File: src/rtl/uart_rx.sv
// uart_rx: 8N1 asynchronous serial receiver (LSB first, idle-high line).
//   clk        in   system clock (50 MHz)
//   rst        in   asynchronous reset, active-low
//   baud       in   baud select, latched at start-bit detection
//   rx         in   serial input, asynchronous to clk
//   data_byte  out  last good received byte
//   rx_done    out  one-cycle pulse, data_byte updated
//   rx_busy    out  high while a frame is being received (state != IDLE)
//   frame_err  out  one-cycle pulse, stop bit sampled low
//   parity_err out  one-cycle pulse, even-parity mismatch
// Optional feature: define UART_RX_PARITY_EN for 8E1 framing with a parity
// check; without it the receiver is 8N1 and parity_err is tied to 0.
module uart_rx #(
  parameter int unsigned BPS_DIV0 = 5207,
  parameter int unsigned BPS_DIV1 = 2603,
  parameter int unsigned BPS_DIV2 = 1301,
  parameter int unsigned BPS_DIV3 = 867,
  parameter int unsigned BPS_DIV4 = 433
) (
  input  logic       clk,
  input  logic       rst,
  input  logic [3:0] baud,
  input  logic       rx,
  output logic [7:0] data_byte,
  output logic       rx_done,
  output logic       rx_busy,
  output logic       frame_err,
  output logic       parity_err
);

`ifdef UART_RX_PARITY_EN
  typedef enum logic [2:0] {IDLE, START, DATA, PARITY, STOP, BRK} state_t;
`else
  typedef enum logic [2:0] {IDLE, START, DATA, STOP, BRK} state_t;
`endif

  state_t      state, state_nx;
  logic        rx_m, rx_s, rx_s_d;
  logic        fall;
  logic [15:0] div_sel, div_q, cnt;
  logic [16:0] half;
  logic        bit_tick, half_tick;
  logic [2:0]  bit_idx;
  logic [7:0]  shift;

  // Two-flop synchronizer plus one delay stage for falling-edge detection.
  always_ff @(posedge clk or negedge rst) begin
    if (!rst) begin
      rx_m   <= 1'b1;
      rx_s   <= 1'b1;
      rx_s_d <= 1'b1;
    end else begin
      rx_m   <= rx;
      rx_s   <= rx_m;
      rx_s_d <= rx_s;
    end
  end

  assign fall = rx_s_d & ~rx_s;

  always_comb begin
    case (baud)
      4'd1:    div_sel = 16'(BPS_DIV1);
      4'd2:    div_sel = 16'(BPS_DIV2);
      4'd3:    div_sel = 16'(BPS_DIV3);
      4'd4:    div_sel = 16'(BPS_DIV4);
      default: div_sel = 16'(BPS_DIV0);
    endcase
  end

  // START lasts (DIV+1)/2 clocks so that data bits are sampled mid-bit.
  assign half      = ({1'b0, div_q} + 17'd1) >> 1;
  assign half_tick = (({1'b0, cnt} + 17'd1) == half);
  assign bit_tick  = (cnt == div_q);

  always_ff @(posedge clk or negedge rst) begin
    if (!rst) state <= IDLE;
    else      state <= state_nx;
  end

  always_comb begin
    state_nx = state;
    case (state)
      IDLE:   if (fall) state_nx = START;
      START:  if (half_tick) state_nx = rx_s ? IDLE : DATA;
`ifdef UART_RX_PARITY_EN
      DATA:   if (bit_tick && bit_idx == 3'd7) state_nx = PARITY;
      PARITY: if (bit_tick) state_nx = STOP;
`else
      DATA:   if (bit_tick && bit_idx == 3'd7) state_nx = STOP;
`endif
      STOP:   if (bit_tick) state_nx = rx_s ? IDLE : BRK;
      BRK:    if (rx_s) state_nx = IDLE;
      default: state_nx = IDLE;
    endcase
  end

  always_comb begin
    rx_busy = (state != IDLE);
  end

  always_ff @(posedge clk or negedge rst) begin
    if (!rst) begin
      div_q     <= '0;
      cnt       <= '0;
      bit_idx   <= '0;
      shift     <= '0;
      data_byte <= '0;
      rx_done   <= 1'b0;
      frame_err <= 1'b0;
    end else begin
      rx_done   <= 1'b0;
      frame_err <= 1'b0;
      case (state)
        IDLE: begin
          cnt     <= '0;
          bit_idx <= '0;
          if (fall) div_q <= div_sel;
        end
        START: cnt <= half_tick ? '0 : cnt + 16'd1;
        DATA: begin
          cnt <= bit_tick ? '0 : cnt + 16'd1;
          if (bit_tick) begin
            shift   <= {rx_s, shift[7:1]};
            bit_idx <= bit_idx + 3'd1;
          end
        end
`ifdef UART_RX_PARITY_EN
        PARITY: cnt <= bit_tick ? '0 : cnt + 16'd1;
`endif
        STOP: begin
          cnt <= bit_tick ? '0 : cnt + 16'd1;
          if (bit_tick) begin
            if (rx_s) begin
              data_byte <= shift;
              rx_done   <= 1'b1;
            end else begin
              frame_err <= 1'b1;
            end
          end
        end
        default: cnt <= '0;
      endcase
    end
  end

`ifdef UART_RX_PARITY_EN
  logic par_bit;

  // Parity result is reported on the stop-sample cycle, alongside rx_done/frame_err.
  always_ff @(posedge clk or negedge rst) begin
    if (!rst) begin
      par_bit    <= 1'b0;
      parity_err <= 1'b0;
    end else begin
      parity_err <= 1'b0;
      if (state == PARITY && bit_tick) par_bit <= rx_s;
      if (state == STOP && bit_tick) parity_err <= (^shift) ^ par_bit;
    end
  end
`else
  assign parity_err = 1'b0;
`endif

endmodule
File: config.mk
export PLATFORM = sky130hd
export DESIGN_NAME = uart_rx
export DESIGN_NICKNAME = d
export VERILOG_FILES = /design/src/rtl/uart_rx.sv
export SDC_FILE = /design/constraint.sdc
export NUM_CORES = 1
export LEC_CHECK = 0
export ABC_AREA = 1
export CORE_MARGIN = 8
export CORE_UTILIZATION = 52
export DETAILED_ROUTE_END_ITERATION = 16
export GPL_ROUTABILITY_DRIVEN = 0
export PLACE_DENSITY = 0.76
export SKIP_CTS_REPAIR_TIMING = 1
export SYNTH_ARGS = -nofsm -noshare
export SYNTH_HDL_FRONTEND = slang
export SYNTH_SLANG_ARGS = --single-unit
File: constraint.sdc
create_clock -name clk -period 4.4 [get_ports clk]
set_input_delay 0.88 -clock clk [delete_from_list [all_inputs] [get_ports clk]]
set_output_delay 0.88 -clock clk [all_outputs]
set_load 0.005 [all_outputs]
After elaboration in Yosys (flattened, before gate mapping)
Index checks and enable logic that the tools add are counted.

Output and inout bits: 12. Bits in registers: 59. Bits of input ports: 7.

Equal/unequal tests: 17. Bitwise gates (word level): 2. Reduce and logical (&&, ||, !) cells: 10. $add $sub $neg: 4. Muxes and demuxes: 20.

Operators by type and width (number): one-hot mux 13 bit (4 select lines) (1); adder 16 x 1 -> 17 bit (second input constant) (2); 2-to-1 mux 16 bit (2); one-hot mux 16 bit (2 select lines) (1); 2-to-1 mux 3 bit (7); equality test 17 x 16 -> 1 bit (1); adder 16 x 1 -> 16 bit (second input constant) (1); equality test 16 bit (1); one-hot mux 3 bit (5 select lines) (1); inequality test 2 bit (second input constant) (6); equality test 4 x 2 -> 1 bit (second input constant) (2); equality test 3 x 2 -> 1 bit (second input constant) (2); equality test 3 bit (second input constant) (2); 2-to-1 mux 1 bit (6); one-hot mux 3 bit (2 select lines) (1); AND reduction 2 bit (3); AND reduction 5 bit (1); equality test 4 x 1 -> 1 bit (second input constant) (1); equality test 4 x 3 -> 1 bit (second input constant) (1); adder 3 x 1 -> 3 bit (second input constant) (1); equality test 3 x 1 -> 1 bit (second input constant) (1); logical NOT 3 bit (1); AND reduction 3 bit (1); nonzero test 3 bit (1); 6 further kinds (6).

Logic depth before layout (Yosys ltp)
Gate-level depths: netlist (run 1).

Depth after elaboration: 4. Gate-level depth with buffers: 15. Mapped depth without buffers: 15.

Least setup slack after synthesis (run 1)
OpenSTA, ideal clock, no wires.

Kind: reg2reg. Start: register cnt[0]. End: register cnt[10]. Required time: 4.267 ns. Slack: 2.399 ns. Cell stages (with the launch flop): 14. Period minus slack after synthesis: 2.001 ns. Data arrival time: 1.869 ns. Cells stage by stage: dfrtp_1 > ha_1 > nand2_1 > nor2_1 > nand3_1 > nand2_1 > nand2_1 > nand2_1 > nand2_1 > nor2_1 > nand3_1 > o21bai_4 > buf_6 > a21oi_1.

Longest elaborated chain between the ends: 4. Elaborated cells on any way between the ends: 7. Those cells by class: add/sub: 2; eq/ne: 2; mux: 3.

RTL lines: from (decl) (line 40) `logic [15:0] div_sel, div_q, cnt;`; from (signal assigned) (line 120) `START: cnt <= half_tick ? '0 : cnt + 16'd1;`; from (signal assigned) (line 122) `cnt <= bit_tick ? '0 : cnt + 16'd1;`; from (signal assigned) (line 132) `cnt <= bit_tick ? '0 : cnt + 16'd1;`; adder 16 x 1 -> 17 bit (line 73) `assign half_tick = (({1'b0, cnt} + 17'd1) == half);`; equality test 17 x 16 -> 1 bit (line 73); 2-to-1 mux 16 bit (line 120); one-hot mux 16 bit (2 select lines) * (line 114) `case (state)`.

Mark *: on every way between the ends. The rest lies on a longest branch, timed or not. A chain may end at the register's enable or synchronous reset.

Worst setup path in the final report (run 1)
Start: register state[2]. End: output port rx_busy.

Longest elaborated chain between the ends: 1.

RTL lines: from (decl) (line 37) `state_t state, state_nx;`; from (signal assigned) (line 78) `else state <= state_nx;`; nonzero test 3 bit (line 99) `rx_busy = (state != IDLE);`; to (decl) (line 26) `output logic rx_busy,`.

No other way between the ends.

==> results_dict.tcl, run 1 <==
set metrics [dict create \
    outcome "complete, no violations" \
    diodes 0 \
    p_comb_share_pct 37.5 \
    clkLatencyLatePin_ns 0.31 \
    max_freq_mhz 381 \
    drt_iter0_drc 252 \
    initial_core_util_pct 53.9 \
    numPortBuffers 17 \
    multi_input_area_um2 1580 \
    grt_max_degree 35 \
    net-switching-power_mw 0.648 \
    overflow 0 \
    regArea_um2 1360 \
    slew_headroom_pct 50.2 \
    layout_common_cells "148 x nand2_1, 55 x inv_1, 51 x dfrtp_1, 50 x nor2_1, 38 x nand3_1" \
    path_clk_slew_ns 0.09 \
    ys_types 33 \
    core_area_um2 5960 \
    synthCells 454 \
    timing.final.crit_share_pct 59.6 \
    hold_class "reg -> reg" \
    p_leak_nw 1.72 \
    cts_made_buffers 5 \
    ys_ff_latch 54 \
    worstMarginPinSlew_ns 0.747 \
    drc 0 \
    critPathKind "reg -> out" \
    ir_worst_vdd_v 0.000352 \
    std_cell_rows 28 \
    setup.worst_path.end_class "output pin" \
    wl_met2_um 3140 \
    p_int_mw 0.891 \
    final_hold_viol_count 0 \
    synth_top_area_cell "dfrtp_1" \
    routed_wl_um 7270 \
    num_vias 2881 \
    nets 480 \
    highest_layer "met4" \
    io_pins 19 \
    die_w_um 94.6 \
    finalClockSkew_ns 0.00840 \
    drive_above_1_share_pct 4.68 \
    root_buffer "clkbuf_8" \
    worst_slack_ns 1.78 \
    cts.sinks 54 \
    cap_violations 0 \
    setup_violations 0 \
    ys_top_cells_by_area "dfrtp_1 40%, nand2_1 17%, inv_1 6.4%" \
    final_common_cell "nand2_1" \
    hpwl_um 5710 \
    dieHeight_um 94.6 \
    power_density_nw_per_um2 439 \
    clkPwrFrac_pct 19.2 \
    rsz0062_at_grt "no" \
    fin_crit_ns 2.62 \
    wl_met1_um 3600 \
    cp.arrival_ns 1.74 \
    route.met3.wl_um 382 \
    dpl_worst_slack_ns 1.84 \
    drt_pass1_iterations 7 \
    routed_via_density 5.29 \
    cts_tree "done" \
    start_kind "flop" \
    power_switching_share_pct 42.1 \
    routedWlPerCell_um 13.3 \
    clk_path_buf_depth 2 \
    synth_area_um2 3210 \
    die_area_um2 8940 \
    synth_top_area_share_pct 39.8 \
    grt_pass1_vias 2591 \
    antenna_found_initial 0 \
    setup_tns_ns 0 \
    grt_usage_pct 17.3 \
    pwr-share-seq_pct 43.4 \
    ant_nets 0 \
    fillerInstances 566 \
    crit_fanout 7 \
    grt_pass1_wl_um 12500 \
    maxSlewViolCount 0 \
    avgSynthCellArea_um2 7.07 \
    synth.net_count 465 \
    worstPathRequired_ns 3.52 \
    cts.htree.levels 2 \
    area_delta_synth_final_pct 9.27 \
    ys_warn_count 0 \
    ys_seq_area_share_pct 42.2 \
]
==> synth_stat cells <==
cell and number:
dfrtp_1 51, nand2_1 148, nor2_2 2, o31ai_1 1
nand2_2 3, a21oi_1 21, o211ai_1 1, buf_4 5
inv_1 55, o21ai_0 15, xnor2_1 3, o22ai_1 1
a22oi_1 2, nand4_1 11, o21ai_1 7, nor3_1 5
xor2_1 9, a211oi_1 1, conb_1 1, nor2_1 50
dfstp_2 3, o21ai_2 1, clkbuf_1 1, a21boi_0 2
o21a_1 2, o21bai_4 1, and3_1 2, buf_2 3
buf_6 1, ha_1 4, nor2_4 2, nor4_1 2
nand3_1 38
==> per-layer routing <==
metal  vias to the layer above  track usage [%]
met3                        11             3.17
met1                      1319             24.9
met4                         0             5.33
met5                         -                0
met2                        78             25.8
li1                       1473                -
==> logic make-up (layout without fill, tap and decap cells) <==
kind of cell / count (synthesis) / count (layout) / share of synthesized area, %
buf+inv: 65 / 81 / 8.53
simple gates: 263 / 263 / 34.5
other cells: 1 / 1 / 0.117
fa+ha+maj: 4 / 4 / 1.56
compound gates: 55 / 55 / 9.86
flops: 54 / 54 / 42.2
xor+xnor: 12 / 12 / 3.27
==> registers in the layout (all words and copies together), names as in the netlist, 3 cells and up <==
name	cells
div_q	11
bit_idx	3
state	3
data_byte	8
shift	8
cnt	16
==> power groups by stage <==
stage	Combinational (mW)	Sequential, mW	Clock [mW]
final	0.577	0.667	0.295
after global routing	0.650	0.681	0.317
after CTS	0.571	0.666	0.302
after detailed placement	0.569	0.675	0
after global placement	0.551	0.672	0
after floorplan	0.477	0.630	0
==> metrics by stage <==
step           power (mW)  cells  area [µm²]  util, %  hold slack, ns
4_1_cts              1.54    545        3510     58.9           0.363
6_report             1.54    545        3510     58.9           0.361
2_1_floorplan        1.11    454        3210        -           0.345
3_3_place_gp         1.22    537        3410     57.2           0.348
5_1_grt              1.65    545        3510     58.9           0.369
3_5_place_dp         1.24    537        3410     57.2           0.349
==> worst paths after layout <==
kind	startpoint	endpoint	slack, ns	cells after the start
worst max-delay path	state[2]	rx_busy	1.78	3
worst min-delay path	rx_m	rx_s	0.36	0
worst max register to register	div_q[10]	shift[0]	1.84	7
worst min register to register	rx_m	rx_s	0.36	0
max in group asynchronous	rst	data_byte[3]	3.00	2
min in group asynchronous	rst	cnt[0]	0.62	1
==> critical path: stages (launching register included) <==
cell	delay (ns)
dfrtp_1	0.45
nor2_1	0.28
nand2_1	0.20
clkdlybuf4s50_1	0.49
==> area by class of cell <==
type / count / share of cell area [%]
repair buffers: 18 / 4.92
inverters: 55 / 5.88
clock inverters: 2 / 0.464
flip-flops and latches: 54 / 38.6
multi-input cells: 335 / 45.1
clock buffers: 6 / 2.35
well taps: 75 / 2.67
Note: power is estimated with default switching activity, not from simulation.
==> run 2: changes to the inputs <==
--- a/config.mk
+++ b/config.mk
@@ -10,7 +10,7 @@
 export CORE_UTILIZATION = 52
 export DETAILED_ROUTE_END_ITERATION = 16
 export GPL_ROUTABILITY_DRIVEN = 0
-export PLACE_DENSITY = 0.76
+export PLACE_DENSITY = 0.79
 export SKIP_CTS_REPAIR_TIMING = 1
 export SYNTH_ARGS = -nofsm -noshare
 export SYNTH_HDL_FRONTEND = slang
==> constraint.sdc (replaced) <==
create_clock -name clk -period 2.25 [get_ports clk]
set_input_delay 0.45 -clock clk [delete_from_list [all_inputs] [get_ports clk]]
set_output_delay 0.45 -clock clk [all_outputs]
set_load 0.005 [all_outputs]
==> run 2 against run 1 <==
Non-clock buffer count up 25. Critical path type is now reg -> reg. Worst hold slack worse by 0.27 ns. Clock power up 130%. Critical path depth up 10. Die area unchanged. Largest power group is now combinational logic. Via count up 8.4%. Clock skew down 0.0029 ns. Design area up 12%. Largest cell class unchanged. Sequential cell count unchanged. Cell count up 4.8%. Register-to-register slack worse by 1.8 ns.
==> results_dict.tcl, run 2 (synthesized netlist as in run 1, its figures left out) <==
set metrics [dict create \
    drc 0 \
    regArea_um2 1370 \
    start_kind "flop" \
    setup_violations 0 \
    grt_usage_pct 17.9 \
    layout_common_cells "136 x nand2_1, 54 x inv_1, 42 x dfrtp_1, 38 x nor2_1, 35 x nand3_1" \
    worstPathRequired_ns 2.45 \
    diodes 0 \
    grt_pass1_wl_um 12900 \
    final_cells 571 \
    dieHeight_um 94.6 \
    routed_wl_um 8010 \
    drt_iter0_drc 306 \
    final_hold_viol_count 0 \
    drt_pass1_iterations 5 \
    cap_violations 0 \
    r2r-start "cnt[0]" \
    power_density_nw_per_um2 896 \
    crit_family "simple AND/OR/NAND/NOR gates" \
    path_clk_slew_ns 0.10 \
    fillerInstances 513 \
    multi_input_area_um2 1710 \
    cts.sinks 54 \
    drive_above_1_share_pct 17.5 \
    ir_worst_vdd_v 0.000591 \
    antenna_found_initial 0 \
    setup.worst_path.end_class "flop" \
    clkLatencyLatePin_ns 0.31 \
    cts.htree.levels 2 \
    clk_path_buf_depth 2 \
    slowest_stage "dfrtp_1" \
    rsz0062_at_grt "yes" \
    routedWlPerCell_um 14.0 \
    critPathKind "reg -> reg" \
    std_cell_rows 28 \
    max_freq_mhz 448 \
    die_w_um 94.6 \
    rrSetupSlack_ns 0.02 \
    hold_class "in -> async" \
    outcome "complete, no violations" \
    ant_nets 0 \
    core_area_um2 5960 \
    rr_worst_depth 13 \
    fin_crit_ns 2.23 \
    overflow 0 \
    initial_core_util_pct 53.9 \
    num_vias 3123 \
    cp.arrival_ns 2.44 \
    root_buffer "clkbuf_8" \
    largest_reg_flops 16 \
    hpwl_um 5710 \
    crit_fanout 6 \
    final_common_cell "nand2_1" \
    numPortBuffers 17 \
    p_leak_nw 1.92 \
    cts_made_buffers 5 \
    dp_cells 549 \
    reg2reg_to "cnt[11]" \
    cp_common_cell "nand2_1" \
    grt_max_degree 36 \
    maxSlewViolCount 0 \
    grt_pass1_vias 2781 \
    utilization_pct 65.8 \
    area_delta_synth_final_pct 22.0 \
    largest-register "cnt" \
    nets 506 \
    cp-startpoint "cnt[0]" \
    io_pins 19 \
    crit_buf_inv 2 \
    finalClockSkew_ns 0.00553 \
    die_area_um2 8940 \
    worstPathCellList "buf_6 > nand3_1 > nor2_2 > nand3_1 > nand2_1 > nand2_1 > nor2_1 > nand2_1 > nor2_1 > nand2_2 > o21bai_4 > clkbuf_16 > a21oi_1" \
    cp_num_cells 13 \
    crit_end "cnt[11]" \
    routed_via_density 5.47 \
    finalPower_mw 3.51 \
    cts_tree "done" \
    max_stage_delay_ns 0.41 \
    timing.final.crit_share_pct 99.2 \
    top_regs "cnt (16), div_q (11)" \
]
run 2: cell count changes in the layout (fill, tap and decap cells not counted), moves of 9 or more:
cell | before | now
nand2_2 | 3 | 12
nand2_1 | 148 | 136
buf_4 | 1 | 19
nor2_2 | 2 | 12
dfrtp_2 | 0 | 9
nor2_1 | 50 | 38
dfrtp_1 | 51 | 42
run 2: worst min path at each step:
stage | startpoint | endpoint | cells after the start
floorplan | rst | bit_idx[0] | 0
global placement | rx_m | rx_s | 0
detailed placement | rx_m | rx_s | 0
CTS | rst | cnt[7] | 1
global route | rst | cnt[7] | 1
finish | rst | cnt[0] | 1
run 2: stage by stage:
step	worst slack, ns	hold slack, ns	instance area (µm²)	setup TNS (ns)
2_1_floorplan	0.249	0.154	3210	0
3_5_place_dp	0.0222	0.349	3540	0
3_3_place_gp	0.114	0.350	3540	0
5_1_grt	-0.121	0.129	3920	-0.983
4_1_cts	0.00292	0.110	3650	0
6_report	0.0191	0.0900	3920	0
run 2: where the power goes:
part / internal, mW / leakage, nW / switching, mW
clock: 0.335 / 0.0554 / 0.331
combinational: 0.662 / 1.17 / 0.887
sequential: 1.10 / 0.694 / 0.200
total: 2.09 / 1.92 / 1.42
run 2: area by class of cell:
class | count | area share (%)
multi-input cells | 336 | 43.7
well taps | 75 | 2.40
flip-flops and latches | 54 | 34.9
repair buffers | 43 | 10.9
clock inverters | 2 | 0.990
clock buffers | 6 | 1.85
inverters | 55 | 5.27
run 2: layer usage:
layer  GRT usage (%)  wire length (µm)  vias to the layer above
met5               0                 0                        -
met4            5.98               172                        0
met3            3.02               484                       23
met2            28.0              3740                      105
met1            24.5              3610                     1462
li1                -                 -                     1533
